## src/rtl/uartrx_fifo.sv

```systemverilog
// ============================================================================
// Module   : uartrx_fifo
// Purpose  : UART receiver with a configurable frame width that feeds an FWFT FIFO.
//            Optional even parity is enabled with the UARTRX_FIFO_PARITY_EN macro.
// Revision : 1.0
// ============================================================================
`default_nettype none

module uartrx_fifo #(
    parameter int ClockFrequencyHz    = 20_250_000,
    parameter int BaudRate            = 20_250_000 / 2,
    parameter int DataBits            = 8,
    parameter int FifoAddressBitWidth = 3,
    parameter int SyncStages          = 2
) (
    input  logic                         clk,
    input  logic                         rst,
    input  logic                         rx,
    input  logic                         rd_en,
    output logic [DataBits-1:0]          rd_data,
    output logic                         rd_valid,
    output logic [FifoAddressBitWidth:0] count,
    output logic                         overrun,
    input  logic                         clr_overrun,
`ifdef UARTRX_FIFO_PARITY_EN
    output logic                         parity_error,
`endif
    output logic                         frame_error
);

    localparam int c_bit_cycles = ClockFrequencyHz / BaudRate;
    localparam int c_cnt_w      = (c_bit_cycles > 2) ? $clog2(c_bit_cycles) : 1;
    localparam int c_idx_w      = $clog2(DataBits);
    localparam int c_aw         = FifoAddressBitWidth;
    localparam int c_depth      = 1 << FifoAddressBitWidth;
    localparam logic [c_cnt_w-1:0] c_cnt_half = c_cnt_w'(c_bit_cycles / 2 - 1);
    localparam logic [c_cnt_w-1:0] c_cnt_full = c_cnt_w'(c_bit_cycles - 1);
    localparam logic [c_idx_w-1:0] c_idx_last = c_idx_w'(DataBits - 1);

    if (c_bit_cycles < 2) begin : g_bitcycles_check
        $error("uartrx_fifo: ClockFrequencyHz/BaudRate must be >= 2");
    end
    if (SyncStages < 2) begin : g_sync_check
        $error("uartrx_fifo: SyncStages must be >= 2");
    end

`ifdef UARTRX_FIFO_PARITY_EN
    typedef enum logic [2:0] {
        S_IDLE = 3'd0, S_START = 3'd1, S_DATA = 3'd2,
        S_STOP = 3'd3, S_BREAK = 3'd4, S_PARITY = 3'd5
    } state_t;
`else
    typedef enum logic [2:0] {
        S_IDLE = 3'd0, S_START = 3'd1, S_DATA = 3'd2,
        S_STOP = 3'd3, S_BREAK = 3'd4
    } state_t;
`endif

    state_t                  r_state;
    state_t                  w_state_nxt;
    logic [SyncStages-1:0]   r_sync;
    logic [c_cnt_w-1:0]      r_cnt;
    logic [c_idx_w-1:0]      r_idx;
    logic [DataBits-1:0]     r_shift;
    logic [DataBits-1:0]     r_mem [c_depth];
    logic [c_aw:0]           r_wptr;
    logic [c_aw:0]           r_rptr;
    logic [c_aw:0]           w_wptr_nxt;
    logic [c_aw:0]           w_rptr_nxt;
    logic                    w_rxs;
    logic                    w_tick;
    logic                    w_stop_tick;
    logic                    w_par_ok;
    logic                    w_word_ok;
    logic                    w_empty;
    logic                    w_full;
    logic                    w_pop;
    logic                    w_push;
    logic                    w_ovf;

    always_ff @(posedge clk or posedge rst) begin
        if (rst) r_sync <= '1;
        else     r_sync <= {r_sync[SyncStages-2:0], rx};
    end

    assign w_rxs  = r_sync[SyncStages-1];
    assign w_tick = (r_cnt == '0);

    always_ff @(posedge clk or posedge rst) begin
        if (rst) r_state <= S_IDLE;
        else     r_state <= w_state_nxt;
    end

    always_comb begin
        w_state_nxt = r_state;
        case (r_state)
            S_IDLE:   if (!w_rxs) w_state_nxt = S_START;
            S_START:  if (w_tick) w_state_nxt = w_rxs ? S_IDLE : S_DATA;
`ifdef UARTRX_FIFO_PARITY_EN
            S_DATA:   if (w_tick && r_idx == c_idx_last) w_state_nxt = S_PARITY;
            S_PARITY: if (w_tick) w_state_nxt = S_STOP;
`else
            S_DATA:   if (w_tick && r_idx == c_idx_last) w_state_nxt = S_STOP;
`endif
            S_STOP:   if (w_tick) w_state_nxt = w_rxs ? S_IDLE : S_BREAK;
            S_BREAK:  if (w_rxs) w_state_nxt = S_IDLE;
            default:  w_state_nxt = S_IDLE;
        endcase
    end

    // Counter reloads to half a bit on the falling edge so samples land mid-bit.
    always_ff @(posedge clk or posedge rst) begin
        if (rst) begin
            r_cnt   <= '0;
            r_idx   <= '0;
            r_shift <= '0;
        end else begin
            if (r_state == S_IDLE)  r_cnt <= c_cnt_half;
            else if (w_tick)        r_cnt <= c_cnt_full;
            else                    r_cnt <= r_cnt - 1'b1;
            if (r_state == S_START) r_idx <= '0;
            if (r_state == S_DATA && w_tick) begin
                r_shift[r_idx] <= w_rxs;
                r_idx          <= r_idx + 1'b1;
            end
        end
    end

`ifdef UARTRX_FIFO_PARITY_EN
    logic r_par;
    always_ff @(posedge clk or posedge rst) begin
        if (rst)                             r_par <= 1'b0;
        else if (r_state == S_PARITY && w_tick) r_par <= w_rxs;
    end
    assign w_par_ok = ~(^{r_shift, r_par});

    always_ff @(posedge clk or posedge rst) begin
        if (rst) parity_error <= 1'b0;
        else     parity_error <= w_stop_tick && !w_par_ok;
    end
`else
    assign w_par_ok = 1'b1;
`endif

    assign w_stop_tick = (r_state == S_STOP) && w_tick;
    assign w_word_ok   = w_stop_tick && w_rxs && w_par_ok;

    assign w_empty    = (r_wptr == r_rptr);
    assign w_full     = (r_wptr[c_aw] != r_rptr[c_aw]) &&
                        (r_wptr[c_aw-1:0] == r_rptr[c_aw-1:0]);
    assign w_pop      = rd_en && !w_empty;
    // A pop on the same edge frees the slot, so a push into a full FIFO still succeeds.
    assign w_push     = w_word_ok && (!w_full || w_pop);
    assign w_ovf      = w_word_ok && w_full && !w_pop;
    assign w_wptr_nxt = r_wptr + (c_aw+1)'(w_push);
    assign w_rptr_nxt = r_rptr + (c_aw+1)'(w_pop);

    always_ff @(posedge clk) begin
        if (w_push) r_mem[r_wptr[c_aw-1:0]] <= r_shift;
    end

    always_ff @(posedge clk or posedge rst) begin
        if (rst) begin
            r_wptr      <= '0;
            r_rptr      <= '0;
            rd_data     <= '1;
            overrun     <= 1'b0;
            frame_error <= 1'b0;
        end else begin
            r_wptr      <= w_wptr_nxt;
            r_rptr      <= w_rptr_nxt;
            frame_error <= w_stop_tick && !w_rxs;
            if (w_ovf)            overrun <= 1'b1;
            else if (clr_overrun) overrun <= 1'b0;
            if (w_wptr_nxt == w_rptr_nxt)               rd_data <= '1;
            else if (w_push && (w_rptr_nxt == r_wptr))  rd_data <= r_shift;
            else                                        rd_data <= r_mem[w_rptr_nxt[c_aw-1:0]];
        end
    end

    assign rd_valid = !w_empty;
    assign count    = r_wptr - r_rptr;

endmodule

`default_nettype wire

```

## config.mk

```make
export PLATFORM = sky130hd
export DESIGN_NAME = uartrx_fifo
export DESIGN_NICKNAME = d
export VERILOG_FILES = /design/src/rtl/uartrx_fifo.sv
export SDC_FILE = /design/constraint.sdc
export NUM_CORES = 1
export LEC_CHECK = 0
export ABC_AREA = 1
export BUFFER_PORTS_ARGS = -buffer_cell sky130_fd_sc_hd__buf_4
export CORE_MARGIN = 10
export CORE_UTILIZATION = 55
export CTS_BUF_LIST = sky130_fd_sc_hd__clkbuf_16
export DETAILED_ROUTE_END_ITERATION = 6
export HOLD_SLACK_MARGIN = 0.1
export PLACE_DENSITY = 0.72
export SETUP_SLACK_MARGIN = 0.15
export SYNTH_ARGS = -nofsm -noshare
export SYNTH_HDL_FRONTEND = slang
export SYNTH_SLANG_ARGS = --single-unit
```

## constraint.sdc

```tcl
create_clock -name clk -period 4.4 [get_ports clk]
set_clock_uncertainty 0.1 [all_clocks]
set_input_delay 0.88 -clock clk [delete_from_list [all_inputs] [get_ports clk]]
set_output_delay 0.88 -clock clk [all_outputs]
set_load 0.02 [all_outputs]
```

==> metrics <==
final wirelength 9710 µm; CP delay by family, top adder cells; initial standard-cell utilization of the core 0.567; Min Clock Period, post-route roughly 3.2 ns; count of hold-fix buffers inserted at cts 0; die outline height between 100 and 150 µm; row count 33; Slew HR 0.370; floorplan core area ~0.0082 mm²; grt total ovfl 0; clock tree buffer depth 2; Hold Crit Class flop to flop; Max Cap Viol 0; number of antenna-violating nets in the routed design 0; CP Max Fanout 15; complex-gate fraction of the synthesized area 0.0583; TritonCTS buffer count 9; root cell of the clock tree clkbuf_16; die area 0.0125 mm²; DP HPWL approximately 6700 µm; Post-CTS Setup Bufs 0; Power Density 830 mW/mm²; # H-tree levels 3; synth-to-layout area growth 11.4%; multiplexer share of the synthesized area 0; area share of fa/ha/maj cells after synthesis 0.0285; proportion of netlist area held by the largest area contributor 0.413; vias 3153; Synthesis Warnings 0; First DRT Iteration DRCs 202; slew at the pin with the worst max-slew slack between 0.9 and 1 ns; diode insertion count for antenna repair 0; initial antenna violation count 0; portion of the post-synthesis area used by sequential elements 0.604; Max Slew Vio Count 0; most frequent cells in the layout nand2_1 (93), nor2_1 (73), edfxtp_1 (64), inv_1 (27); uppermost layer routed met4; main combinational cell family by area after synthesis simple AND/OR/NAND/NOR gates; clock-pin slew on the worst setup and hold paths ~0.07 ns; data arrival time of the worst path 3.38 ns; highest cell delay on the worst timing path 0.62 ns; number of buffer cells added on primary ports 19; Max IR drop VDD 0.497 mV; layout cell share with drive strength beyond 1 0.212; netlist area before placement roughly 0.0047 mm²; total of endpoints with negative setup slack in the final report 0; cell seen most often among critical-path stages ha_1; via count of the first global-routing pass approximately 3200; TritonCTS clock tree built; most area-hungry cell type in the Yosys netlist edfxtp_1; Avg Vias per Cell around 5.4; routability congestion estimate slightly above 0.8; required time worst endpoint 4.58 ns; CTS resizes 0; final hold violation count 0; chip width 112 µm; routed wirelength normalized by instance count ~17 µm; worst hold slack ~0.26 ns; status complete, no violations; total track usage 0.161; leakage 0.00218 µW; setup repair after global routing missed its margin no; category of the most critical setup path flop to flop; wire length on met1 4130 µm; Nets between 400 and 500; critical path launch point type flop; area share of and/or/nand/nor cells after synthesis 0.246; Distinct cells, synth 35; critical-path cell with the highest stage delay ha_1; pin count of the biggest net entering global routing 25; synthesized flop and latch total 99; top-level I/O count 20; maximum frequency from static timing analysis approximately 0.31 GHz; post-synthesis average cell area slightly above 10 µm²; number of instances in the synthesized netlist roughly 450; Sinks on Clock Net 99; biggest area contributors in the synthesized netlist edfxtp_1 (41%), dfrtp_1 (13%), nand2_1 (7.5%); endpoint kind of the worst setup timing path flop; DRT Pass-1 Iters 4; crit path cell chain ha_1 -> nand3_1 -> inv_1 -> a21oi_1 -> ha_1 -> ha_1 -> buf_4 -> xnor2_1 -> nand2_1 -> nor2_4 -> nand3_4 -> nand3_1; clock insertion delay at the later pin of the skew report ~0.35 ns; final-layout setup total negative slack 0 ns; amount of wire on met3 after detailed routing ~440 µm; first-pass GRT wire length between 15000 and 20000 µm; most common cell after layout, fill and taps aside nand2_1; Critical path buffers and inverters 2; Met2 Routed Length about 5000 µm; nets in the synthesized netlist about 470; remaining routing DRC violations 0; synthesized-area fraction occupied by xor and xnor cells 0.0129; post-route clock period utilization 0.727
## worst paths after layout
kind                                      from  cells after the start                      to  slack [ns]
hold / removal             r_sync[0]$_DFF_PP1_                      0     r_sync[1]$_DFF_PP1_        0.26
setup / recovery           r_wptr[2]$_DFF_PP0_                     12    rd_data[2]$_DFF_PP1_        1.20
min in group asynchronous                  rst                      2  r_state[0]$_DFFE_PP0P_        0.56
hold reg to reg            r_sync[0]$_DFF_PP1_                      0     r_sync[1]$_DFF_PP1_        0.26
max in group asynchronous                  rst                      3    rd_data[2]$_DFF_PP1_        2.86
setup reg to reg           r_wptr[2]$_DFF_PP0_                     12    rd_data[2]$_DFF_PP1_        1.20
## synthesized netlist by cell type
| library cell | count |
|---|---|
| fa_1 | 1 |
| nor3_1 | 1 |
| nor3_2 | 4 |
| nand2_1 | 93 |
| inv_2 | 9 |
| dfrtp_1 | 25 |
| nor2_1 | 73 |
| nand3_1 | 24 |
| dfstp_2 | 10 |
| clkinv_1 | 1 |
| o22ai_1 | 1 |
| o21ai_0 | 25 |
| clkbuf_2 | 1 |
| a31oi_1 | 2 |
| xnor2_1 | 4 |
| xnor2_2 | 1 |
| o21bai_1 | 1 |
| nand2_4 | 4 |
| nand3_2 | 5 |
| buf_6 | 2 |
| inv_1 | 27 |
| a21oi_1 | 8 |
| buf_2 | 5 |
| xor2_1 | 1 |
| nor2_8 | 2 |
| o21ai_1 | 16 |
| nand2_2 | 13 |
| buf_4 | 4 |
| nor2_2 | 7 |
| edfxtp_1 | 64 |
| inv_4 | 2 |
| nand4_1 | 3 |
| nand3_4 | 2 |
| ha_1 | 9 |
| nor2_4 | 4 |
## report_power, final
part	internal, µW	total, µW	switching (µW)
combinational	739	2070	1340
clock	451	808	358
sequential	1220	1420	195
total	2410	4300	1890
## worst register-to-register path: stages (launching register included)
cell	delay, ns
dfrtp_1	0.53
ha_1	0.45
nand3_1	0.12
inv_1	0.09
a21oi_1	0.07
ha_1	0.23
ha_1	0.62
buf_4	0.31
xnor2_1	0.14
nand2_1	0.10
nor2_4	0.13
nand3_4	0.12
nand3_1	0.11
## stage by stage
stage                     instances  setup WS, ns   util  power [µW]  instance area (µm²)
after floorplan                 454          1.88      -        3000                 4660
after global placement          570          1.37  0.594        3450                 4880
after detailed placement        570          1.23  0.594        3520                 4880
after CTS                       586          1.22  0.631        4340                 5190
after global routing            586         0.968  0.631        4660                 5190
final                           586          1.20  0.631        4300                 5190
## registers in the layout, indices dropped and copies added, names as in the netlist
register and cells:
overrun 1, r_sync 2, r_wptr 4, r_shift 8, r_rptr 4, rd_data 8
r_idx 3, frame_error 1, r_state 3, r_mem 64, r_cnt 1
## area by class of cell
type,count,area [µm²]
clock buffers,9,225
clock inverters,7,83.8
fillers,675,3030
inverters,39,151
multi-input cells,304,1610
flip-flops and latches,99,2810
well taps,105,131
repair buffers,23,173
## kinds of logic (layout without fill, tap and decap cells)
logic type,count (synthesis),in the layout
and+or+nand+nor,235,235
xor gates and xnor gates,6,6
DFF,99,99
AOI/OAI and AO/OA,53,53
buffers and inverters,51,78
adders and majority gates,10,10
## per-layer routing
metal	vias up	track usage
li1	1549	-
met5	-	0
met4	0	0.0533
met2	60	0.276
met1	1531	0.195
met3	13	0.0392
Power figures use the tool's default switching activity.
